===== config.mk =====
export PLATFORM = sky130hd
export DESIGN_NAME = cv32e40p_fetch_realigner_flat
export DESIGN_NICKNAME = d
export VERILOG_FILES = /design/src/rtl/cv32e40p_fetch_realigner_pkg.sv /design/src/rtl/cv32e40p_fetch_realigner_if.sv /design/src/rtl/cv32e40p_fetch_realigner.sv /design/src/flat_wrapper.sv
export SDC_FILE = /design/constraint.sdc
export NUM_CORES = 1
export LEC_CHECK = 0
export CORE_UTILIZATION = 41
export DETAILED_ROUTE_END_ITERATION = 12
export GPL_TIMING_DRIVEN = 0
export HOLD_SLACK_MARGIN = 0.03
export PLACE_DENSITY = 0.81
export REMOVE_ABC_BUFFERS = 1
export SLEW_MARGIN = 10
export SYNTH_ARGS = -nofsm -noshare
export SYNTH_HDL_FRONTEND = slang
export SYNTH_SLANG_ARGS = --single-unit

===== constraint.sdc =====
create_clock -name clk -period 2.25 [get_ports clk]
set_input_delay 0.45 -clock clk [delete_from_list [all_inputs] [get_ports clk]]
set_output_delay 0.45 -clock clk [all_outputs]
set_load 0.01 [all_outputs]

===== src/rtl/cv32e40p_fetch_realigner_pkg.sv =====
// Shared types and helpers for the fetch realigner: state encoding,
// halfword step and the compressed-instruction test.
package cv32e40p_realign_pkg;

   typedef enum logic [1:0] {
      ALIGNED = 2'd0,
      RES     = 2'd1,
      BR_HALF = 2'd2
   } realign_state_e;

   localparam int unsigned HALF_INC = 2;

   // An RVC instruction is anything whose two low bits are not 2'b11.
   function automatic logic is_rvc(input logic [1:0] x);
      return x != 2'b11;
   endfunction

endpackage


===== src/rtl/cv32e40p_fetch_realigner_if.sv =====
// Prefetch-side and decode-side handshake bundle of the fetch realigner,
// plus the branch flush request.
interface cv32e40p_fetch_realigner_if #(
   parameter int ADDR_WIDTH = 32
);
   logic                  fetch_valid_i;
   logic                  fetch_ready_o;
   logic [31:0]           fetch_rdata_i;
   logic [ADDR_WIDTH-1:0] fetch_addr_i;
   logic                  instr_valid_o;
   logic                  instr_ready_i;
   logic [31:0]           instr_o;
   logic [ADDR_WIDTH-1:0] instr_addr_o;
   logic                  branch_i;
   logic [ADDR_WIDTH-1:0] branch_addr_i;

   // Realigner view.
   modport slave (
      input  fetch_valid_i, fetch_rdata_i, fetch_addr_i, instr_ready_i,
             branch_i, branch_addr_i,
      output fetch_ready_o, instr_valid_o, instr_o, instr_addr_o
   );

   // Prefetcher/decoder/controller view.
   modport master (
      output fetch_valid_i, fetch_rdata_i, fetch_addr_i, instr_ready_i,
             branch_i, branch_addr_i,
      input  fetch_ready_o, instr_valid_o, instr_o, instr_addr_o
   );
endinterface


===== src/rtl/cv32e40p_fetch_realigner.sv =====
// Converts word-aligned fetch words into one RVC or 32-bit instruction per
// handshake, keeping the upper halfword of a split word as residue.
module cv32e40p_fetch_realigner
   import cv32e40p_realign_pkg::*;
#(
   parameter int ADDR_WIDTH = 32
) (
   input logic                      clk,
   input logic                      rst_n,
   cv32e40p_fetch_realigner_if.slave bus
);

   realign_state_e        st_q, st_d;
   logic [15:0]           res_q, res_d;
   logic [ADDR_WIDTH-1:0] res_addr_q, res_addr_d;

   logic                  instr_valid;
   logic                  fetch_ready;
   logic [31:0]           instr;
   logic [ADDR_WIDTH-1:0] instr_addr;
   logic [ADDR_WIDTH-1:0] next_half_addr;
   logic                  unused_branch_bits;

   // Only the halfword select of the branch target matters here.
   assign unused_branch_bits = ^{bus.branch_addr_i[ADDR_WIDTH-1:2], bus.branch_addr_i[0]};

   assign next_half_addr = bus.fetch_addr_i + ADDR_WIDTH'(HALF_INC);

   always_comb begin
      st_d        = st_q;
      res_d       = res_q;
      res_addr_d  = res_addr_q;
      instr_valid = 1'b0;
      fetch_ready = 1'b0;
      instr       = '0;
      instr_addr  = '0;

      if (!rst_n) begin
         // Outputs stay quiet while reset is held; state is cleared in the register.
      end else if (bus.branch_i) begin
         st_d  = bus.branch_addr_i[1] ? BR_HALF : ALIGNED;
         res_d = '0;
      end else begin
         unique case (st_q)
            ALIGNED: begin
               if (bus.fetch_valid_i) begin
                  instr_valid = 1'b1;
                  fetch_ready = bus.instr_ready_i;
                  instr_addr  = bus.fetch_addr_i;
                  if (is_rvc(bus.fetch_rdata_i[1:0])) begin
                     instr = {16'h0, bus.fetch_rdata_i[15:0]};
                     if (bus.instr_ready_i) begin
                        res_d      = bus.fetch_rdata_i[31:16];
                        res_addr_d = next_half_addr;
                        st_d       = RES;
                     end
                  end else begin
                     instr = bus.fetch_rdata_i;
                  end
               end
            end

            RES: begin
               instr_addr = res_addr_q;
               if (is_rvc(res_q[1:0])) begin
                  // Residue is a whole instruction: emit it without touching the fetch side.
                  instr       = {16'h0, res_q};
                  instr_valid = 1'b1;
                  if (bus.instr_ready_i) begin
                     st_d = ALIGNED;
                  end
               end else begin
                  instr       = {bus.fetch_rdata_i[15:0], res_q};
                  instr_valid = bus.fetch_valid_i;
                  fetch_ready = bus.instr_ready_i;
                  if (bus.fetch_valid_i && bus.instr_ready_i) begin
                     res_d      = bus.fetch_rdata_i[31:16];
                     res_addr_d = next_half_addr;
                  end
               end
            end

            BR_HALF: begin
               // Target is the upper halfword: discard the lower one.
               fetch_ready = 1'b1;
               if (bus.fetch_valid_i) begin
                  res_d      = bus.fetch_rdata_i[31:16];
                  res_addr_d = next_half_addr;
                  st_d       = RES;
               end
            end

            default: begin
               st_d = ALIGNED;
            end
         endcase
      end
   end

   always_ff @(posedge clk) begin
      if (!rst_n) begin
         st_q       <= ALIGNED;
         res_q      <= '0;
         res_addr_q <= '0;
      end else begin
         st_q       <= st_d;
         res_q      <= res_d;
         res_addr_q <= res_addr_d;
      end
   end

   assign bus.instr_valid_o = instr_valid;
   assign bus.fetch_ready_o = fetch_ready;
   assign bus.instr_o       = instr;
   assign bus.instr_addr_o  = instr_addr;

endmodule


===== src/flat_wrapper.sv =====
// flat-port wrapper written by rule: the top's interface ports become plain ports
module cv32e40p_fetch_realigner_flat import cv32e40p_realign_pkg::*;
#(
   parameter int ADDR_WIDTH = 32
)
  (clk, rst_n, bus_fetch_valid_i, bus_fetch_rdata_i, bus_fetch_addr_i, bus_instr_ready_i, bus_branch_i, bus_branch_addr_i, bus_fetch_ready_o, bus_instr_valid_o, bus_instr_o, bus_instr_addr_o);
  cv32e40p_fetch_realigner_if #(.ADDR_WIDTH(ADDR_WIDTH)) bus_i ();
  input logic clk;
  input logic rst_n;
  input wire logic [$bits(bus_i.fetch_valid_i)-1:0] bus_fetch_valid_i;
  input wire logic [$bits(bus_i.fetch_rdata_i)-1:0] bus_fetch_rdata_i;
  input wire logic [$bits(bus_i.fetch_addr_i)-1:0] bus_fetch_addr_i;
  input wire logic [$bits(bus_i.instr_ready_i)-1:0] bus_instr_ready_i;
  input wire logic [$bits(bus_i.branch_i)-1:0] bus_branch_i;
  input wire logic [$bits(bus_i.branch_addr_i)-1:0] bus_branch_addr_i;
  output wire logic [$bits(bus_i.fetch_ready_o)-1:0] bus_fetch_ready_o;
  output wire logic [$bits(bus_i.instr_valid_o)-1:0] bus_instr_valid_o;
  output wire logic [$bits(bus_i.instr_o)-1:0] bus_instr_o;
  output wire logic [$bits(bus_i.instr_addr_o)-1:0] bus_instr_addr_o;
  assign bus_i.fetch_valid_i = bus_fetch_valid_i;
  assign bus_i.fetch_rdata_i = bus_fetch_rdata_i;
  assign bus_i.fetch_addr_i = bus_fetch_addr_i;
  assign bus_i.instr_ready_i = bus_instr_ready_i;
  assign bus_i.branch_i = bus_branch_i;
  assign bus_i.branch_addr_i = bus_branch_addr_i;
  assign bus_fetch_ready_o = bus_i.fetch_ready_o;
  assign bus_instr_valid_o = bus_i.instr_valid_o;
  assign bus_instr_o = bus_i.instr_o;
  assign bus_instr_addr_o = bus_i.instr_addr_o;
  cv32e40p_fetch_realigner #(.ADDR_WIDTH(ADDR_WIDTH)) u_core (.clk(clk), .rst_n(rst_n), .bus(bus_i));
endmodule

# Word-level counts from Yosys, hierarchy flattened
# Cells that the tools add are included.
dict set report classes {
  add_sub_neg 1
  mul 0
  n_div 0
  n_lt_le_gt_ge 0
  n_eq_ne 16
  shifts 0
  muxes 43
  n_bitwise 2
  reduce_logical 7
}
# op n
set ops {}
lappend ops {{$mux W32} 14}
lappend ops {{$pmux W32 S2} 2}
lappend ops {{$mux W16} 6}
lappend ops {{$pmux W32 S3} 1}
lappend ops {{$pmux W16 S3} 1}
lappend ops {{$add A32 B2 Y32 const B} 1}
lappend ops {{$mux W2} 8}
lappend ops {{$ne A2 B2 Y1 const B} 6}
lappend ops {{$ne A3 B3 Y1 const B} 4}
lappend ops {{$mux W1} 8}
lappend ops {{$reduce_and A8 Y1} 1}
lappend ops {{$reduce_and A7 Y1} 1}
lappend ops {{$ne A3 B2 Y1 const B} 2}
lappend ops {{$pmux W2 S3} 1}
lappend ops {{$reduce_and A6 Y1} 1}
lappend ops {{$ne A2 B1 Y1 const B} 2}
lappend ops {{$pmux W1 S3} 1}
lappend ops {{$reduce_bool A3 Y1} 1}
lappend ops {{$eq A2 B1 Y1 const B} 1}
lappend ops {{$eq A2 B2 Y1 const B} 1}
lappend ops {{$logic_not A2 Y1} 1}
lappend ops {{$not A1 Y1} 2}
lappend ops {{$pmux W1 S2} 1}
lappend ops {{$reduce_or A2 Y1} 1}
lappend ops {{$logic_and A1 B1 Y1} 1}
dict set report word_totals {
  reg_bits 50
  latch_bits 0
  ramBits 0
  rom_bits 0
  inputBits 101
  wordCells 72
  mem_count 0
}

# Depth between registers and ports, before layout
dict set report depth {
  ltp_word 6
  depth_mapped 8
  depth_no_buf 6
}

# Worst setup path after synthesis
# No wires, ideal clock.
dict set report synth_timing {
  path_type {register to output}
  start {reg u_core.st_q[1]}
  end {out bus_instr_o[21]}
  arrival_ns 1.526
  setup_slack_ns 0.274
  stages_incl_launch_ff 8
  path_cell_list {dfxtp_1 > and2b_1 > and2_1 > and3_2 > clkbuf_2 > buf_2 > a22oi_1 > nor2_1}
}
dict set report synth_via {
  elab_chain_len 4
}
# element line_no
set synth_rtl {}
lappend synth_rtl {{start: declaration} cv32e40p_fetch_realigner.sv:13} ;# realign_state_e st_q, st_d;
lappend synth_rtl {{start signal: assignment} cv32e40p_fetch_realigner.sv:106} ;# st_q <= st_d;
lappend synth_rtl {{$eq A2 B1 Y1 / $logic_not A2 Y1 (equally long branches)} cv32e40p_fetch_realigner.sv:44} ;# unique case (st_q)
lappend synth_rtl {{$pmux W32 S2 (*)} cv32e40p_fetch_realigner.sv:44}
lappend synth_rtl {{$mux W32 (*)} cv32e40p_fetch_realigner.sv:40} ;# end else if (bus.branch_i) begin
lappend synth_rtl {{$mux W32 (*)} cv32e40p_fetch_realigner.sv:38} ;# if (!rst_n) begin
lappend synth_rtl {{end: declaration} flat_wrapper.sv:18} ;# output wire logic [$bits(bus_i.instr_o)-1:0] bus_instr_o;
# Mark *: on every way between the ends. The rest lies on a longest branch, timed or not.

# Worst setup path in the final report
dict set report layout_timing {
  start {reg u_core.st_q[1]}
  end {out bus_instr_o[16]}
}
# Same word-level chain as after synthesis.

==> results.py <==
metrics = {
    "run_status": {
        "status": "complete, but fails checks",
        "violations": "setup timing",
    },
    "route": {
        "ant_nets": 0,
        "first_iter_violations": 261,
        "wl_per_cell_um": 19.65,
        "drcViolationCount": 0,
        "wl_met1_um": 5730,
        "wl_met2_um": 6538,
        "wl_um": 13780,
        "wl_met3_um": 1252,
        "via_count": 4169,
        "firstDrtPassIters": 5,
        "via_per_inst": 5.947,
        "dr.max_layer_used": "met4",
    },
    "clock_tree": {
        "clkTransAtPathRegs_ns": 0.09,
        "clockRootBuffer": "clkbuf_8",
        "hold_buffers": 0,
        "insertion_delay_ns": 0.30,
        "clk_path_buf_depth": 2,
        "clock-sinks": 50,
        "htree_levels": 2,
        "cts_buffers": 5,
        "cts_tree": "done",
    },
    "critical_path": {
        "r2r-start": "u_core.st_q[1]",
        "path_buf_inv": 2,
        "cp_cell_sequence": "and2b_2 -> and2_4 -> and3_4 -> buf_4 -> a22oi_1 -> nor2_1 -> buf_2",
        "crit_family": "simple AND/OR/NAND/NOR gates",
        "critPathKind": "flop to output pin",
        "reg2reg_depth": 8,
        "cp_data_arrival_time_ns": 1.86,
        "crit_fanout": 4,
        "max_stage_delay_ns": 0.36,
        "cp_slowest_cell": "dfxtp_4",
        "setup.worst_path.end_class": "output pin",
        "r2r-end": "u_core.res_addr_q[15]",
        "r2r_slack_ns": 0.28,
        "worstPathRequired_ns": 1.80,
        "crit_path_start_kind": "flop",
    },
    "sta": {
        "finalMaxSlewViolations": 0,
        "fmax_mhz": 432.6,
        "tightestPinTransition_ns": 0.7961,
        "final_hold_viol_count": 0,
        "period_share_pct": 102.7,
        "setup-violations-final": 9,
        "fin_ws_ns": -0.06162,
        "fin_worst_skew_ns": 0.01019,
        "rsz0062_at_grt": "true",
        "maxSlewHeadroom_pct": 46.64,
        "min_period_ns": 2.312,
    },
    "worst_hold_path": {
        "worstHoldStart": "u_core.res_addr_q[0]",
        "whs_path_depth": 2,
        "holdCritPathClass": "flop to flop",
        "min_to": "u_core.res_addr_q[0]",
    },
    "die": {
        "start_util_pct": 43.18,
        "die_w_um": 92.91,
        "die_area_um2": 8631,
        "die_h_um": 92.91,
        "ios": 167,
        "rows": 32,
        "core-area_um2": 7848,
    },
    "grt": {
        "grt_pass1_wl_um": 19810,
        "overflow": 0,
        "antenna_found_initial": 0,
        "grt_max_degree": 37,
        "grt_usage_pct": 29.21,
        "grt_pass1_vias": 3830,
    },
    "final_layout": {
        "final_cells": 701,
        "design_area_um2": 5368,
        "mostFrequentLayoutCell": "nor2_1",
        "syn2layout_area_growth_pct": 58.42,
        "nets": 700,
        "drive_above_1_share_pct": 27.38,
        "insertedDiodeCount": 0,
        "final_util_pct": 68.40,
        "layout_common_cells": "92 x nor2_1, 63 x clkdlybuf4s50_1, 48 x dfxtp_1",
    },
    "power": {
        "p_sw_share_pct": 29.91,
        "irDropWorstVdd_uv": 240.6,
        "pwr-share-comb_pct": 30.4,
        "cellLeakagePower_nw": 2.355,
        "p_switching_uw": 669.2,
        "powerDensity_nw_per_um2": 416.9,
        "seqPwrFrac_pct": 42.3,
        "p_int_mw": 1.568,
        "power_frac_clock_pct": 27.3,
        "p_total_mw": 2.238,
    },
    "synthesis": {
        "synth_edf_count": 0,
        "synth_cell_types": 50,
        "syn_area_per_cell_um2": 7.771,
        "ys.flop_type": "dfxtp_1",
        "yosys_warnings": 0,
        "seq_area_frac_synth_pct": 29.54,
        "synth_cells": 436,
        "syn_area_um2": 3388,
        "ys_async_sr_fraction_pct": 0,
        "ys_seq_elements": 50,
    },
    "run": {
        "cap_viol_max_count": 0,
    },
    "placement": {
        "dpl.hpwl_um": 7162,
        "gp_congestion": 0.8506,
        "io_buffers": 135,
        "dp_cells": 639,
        "dpl-instance-area_um2": 4740,
    },
}
## layout make-up
cell class | instances | area, um2
Clock buffer | 8 | 110.1
Tap cell | 102 | 127.6
Multi-Input combinational cell | 350 | 2457
Fill cell | 628 | 2480
Inverter | 8 | 32.53
Timing Repair Buffer | 183 | 1632
Sequential cell | 50 | 1008
## how the worst max path moves through the flow
stage,startpoint,endpoint,slack (ns),cells after the start
floorplan,u_core.st_q[0],bus_instr_addr_o[0],-0.71,4
finish,u_core.st_q[1],bus_instr_o[16],-0.06,7
global placement,rst_n,bus_instr_addr_o[29],-2.52,5
CTS,bus_branch_i,bus_instr_o[0],-0.18,6
global route,u_core.st_q[1],bus_instr_o[25],-0.10,7
detailed placement,rst_n,bus_instr_addr_o[23],-2.44,5
## cell families after synthesis
kind of cell	count (synthesis)	share of synthesized area, %
and+or+nand+nor	173	25.22
AOI/OAI and AO/OA	125	26.66
DFF	50	29.54
buffers and inverters	45	6.757
xor gates and xnor gates	26	6.721
muxes	16	4.727
adders and majority gates	1	0.3692
## through the flow
| step | hold WS (ns) | setup slack [ns] | setup TNS, ns |
|---|---|---|---|
| final | 0.4929 | -0.06162 | -0.2839 |
| after detailed placement | 0.4732 | -2.445 | -177.66 |
| after global routing | 0.4991 | -0.1019 | -0.9207 |
| after global placement | 0.4599 | -2.519 | -192.90 |
| after CTS | 0.4756 | -0.1753 | -0.7674 |
| after floorplan | 0.4439 | -0.7096 | -42.20 |
## flip-flops by register name (all words and copies together) (netlist names)
signal	flops
u_core.st_q	2
u_core.res_q	16
u_core.res_addr_q	32
## layer usage
metal,vias to the layer above,GRT usage (%)
met3,18,5.419
li1,1920,-
met2,215,49.88
met1,2016,36.80
met4,0,9.615
met5,-,0
## tightest hold or removal path: stages (launching register included)
cell	delay, ns
dfxtp_1	0.33
nand2_1	0.05
a21boi_0	0.07
## timing repair
item / in CTS / in global routing
pin swaps: 11 / 14
endpoints found under the setup margin: 115 / 73
setup buffers: 28 / 15
cloned: 9 / 2
resized for setup: 216 / 56
## cells in the mapped netlist (8+ instances only)
master	count	area [um2]
inv_1	8	30.03
nor2_1	93	349.1
buf_2	9	45.04
dfxtp_1	50	1001
o21ai_0	17	85.08
nand2_1	23	86.33
nand4_1	10	62.56
xnor2_1	14	122.6
xor2_1	12	105.1
a22oi_1	64	480.5
o211a_1	10	100.1
nand3_1	11	55.05
clkbuf_1	18	67.56
a21oi_1	17	85.08
mux2i_1	16	160.2
## power groups by stage
stage,Clock [mW],Combinational [mW],Sequential (mW)
final,0.611,0.680,0.946
after global routing,0.647,0.718,0.951
after CTS,0.624,0.602,0.943
after detailed placement,0,0.523,0.964
after global placement,0,0.503,0.962
after floorplan,0,0.234,0.958
(Power assumes the default switching activity.)
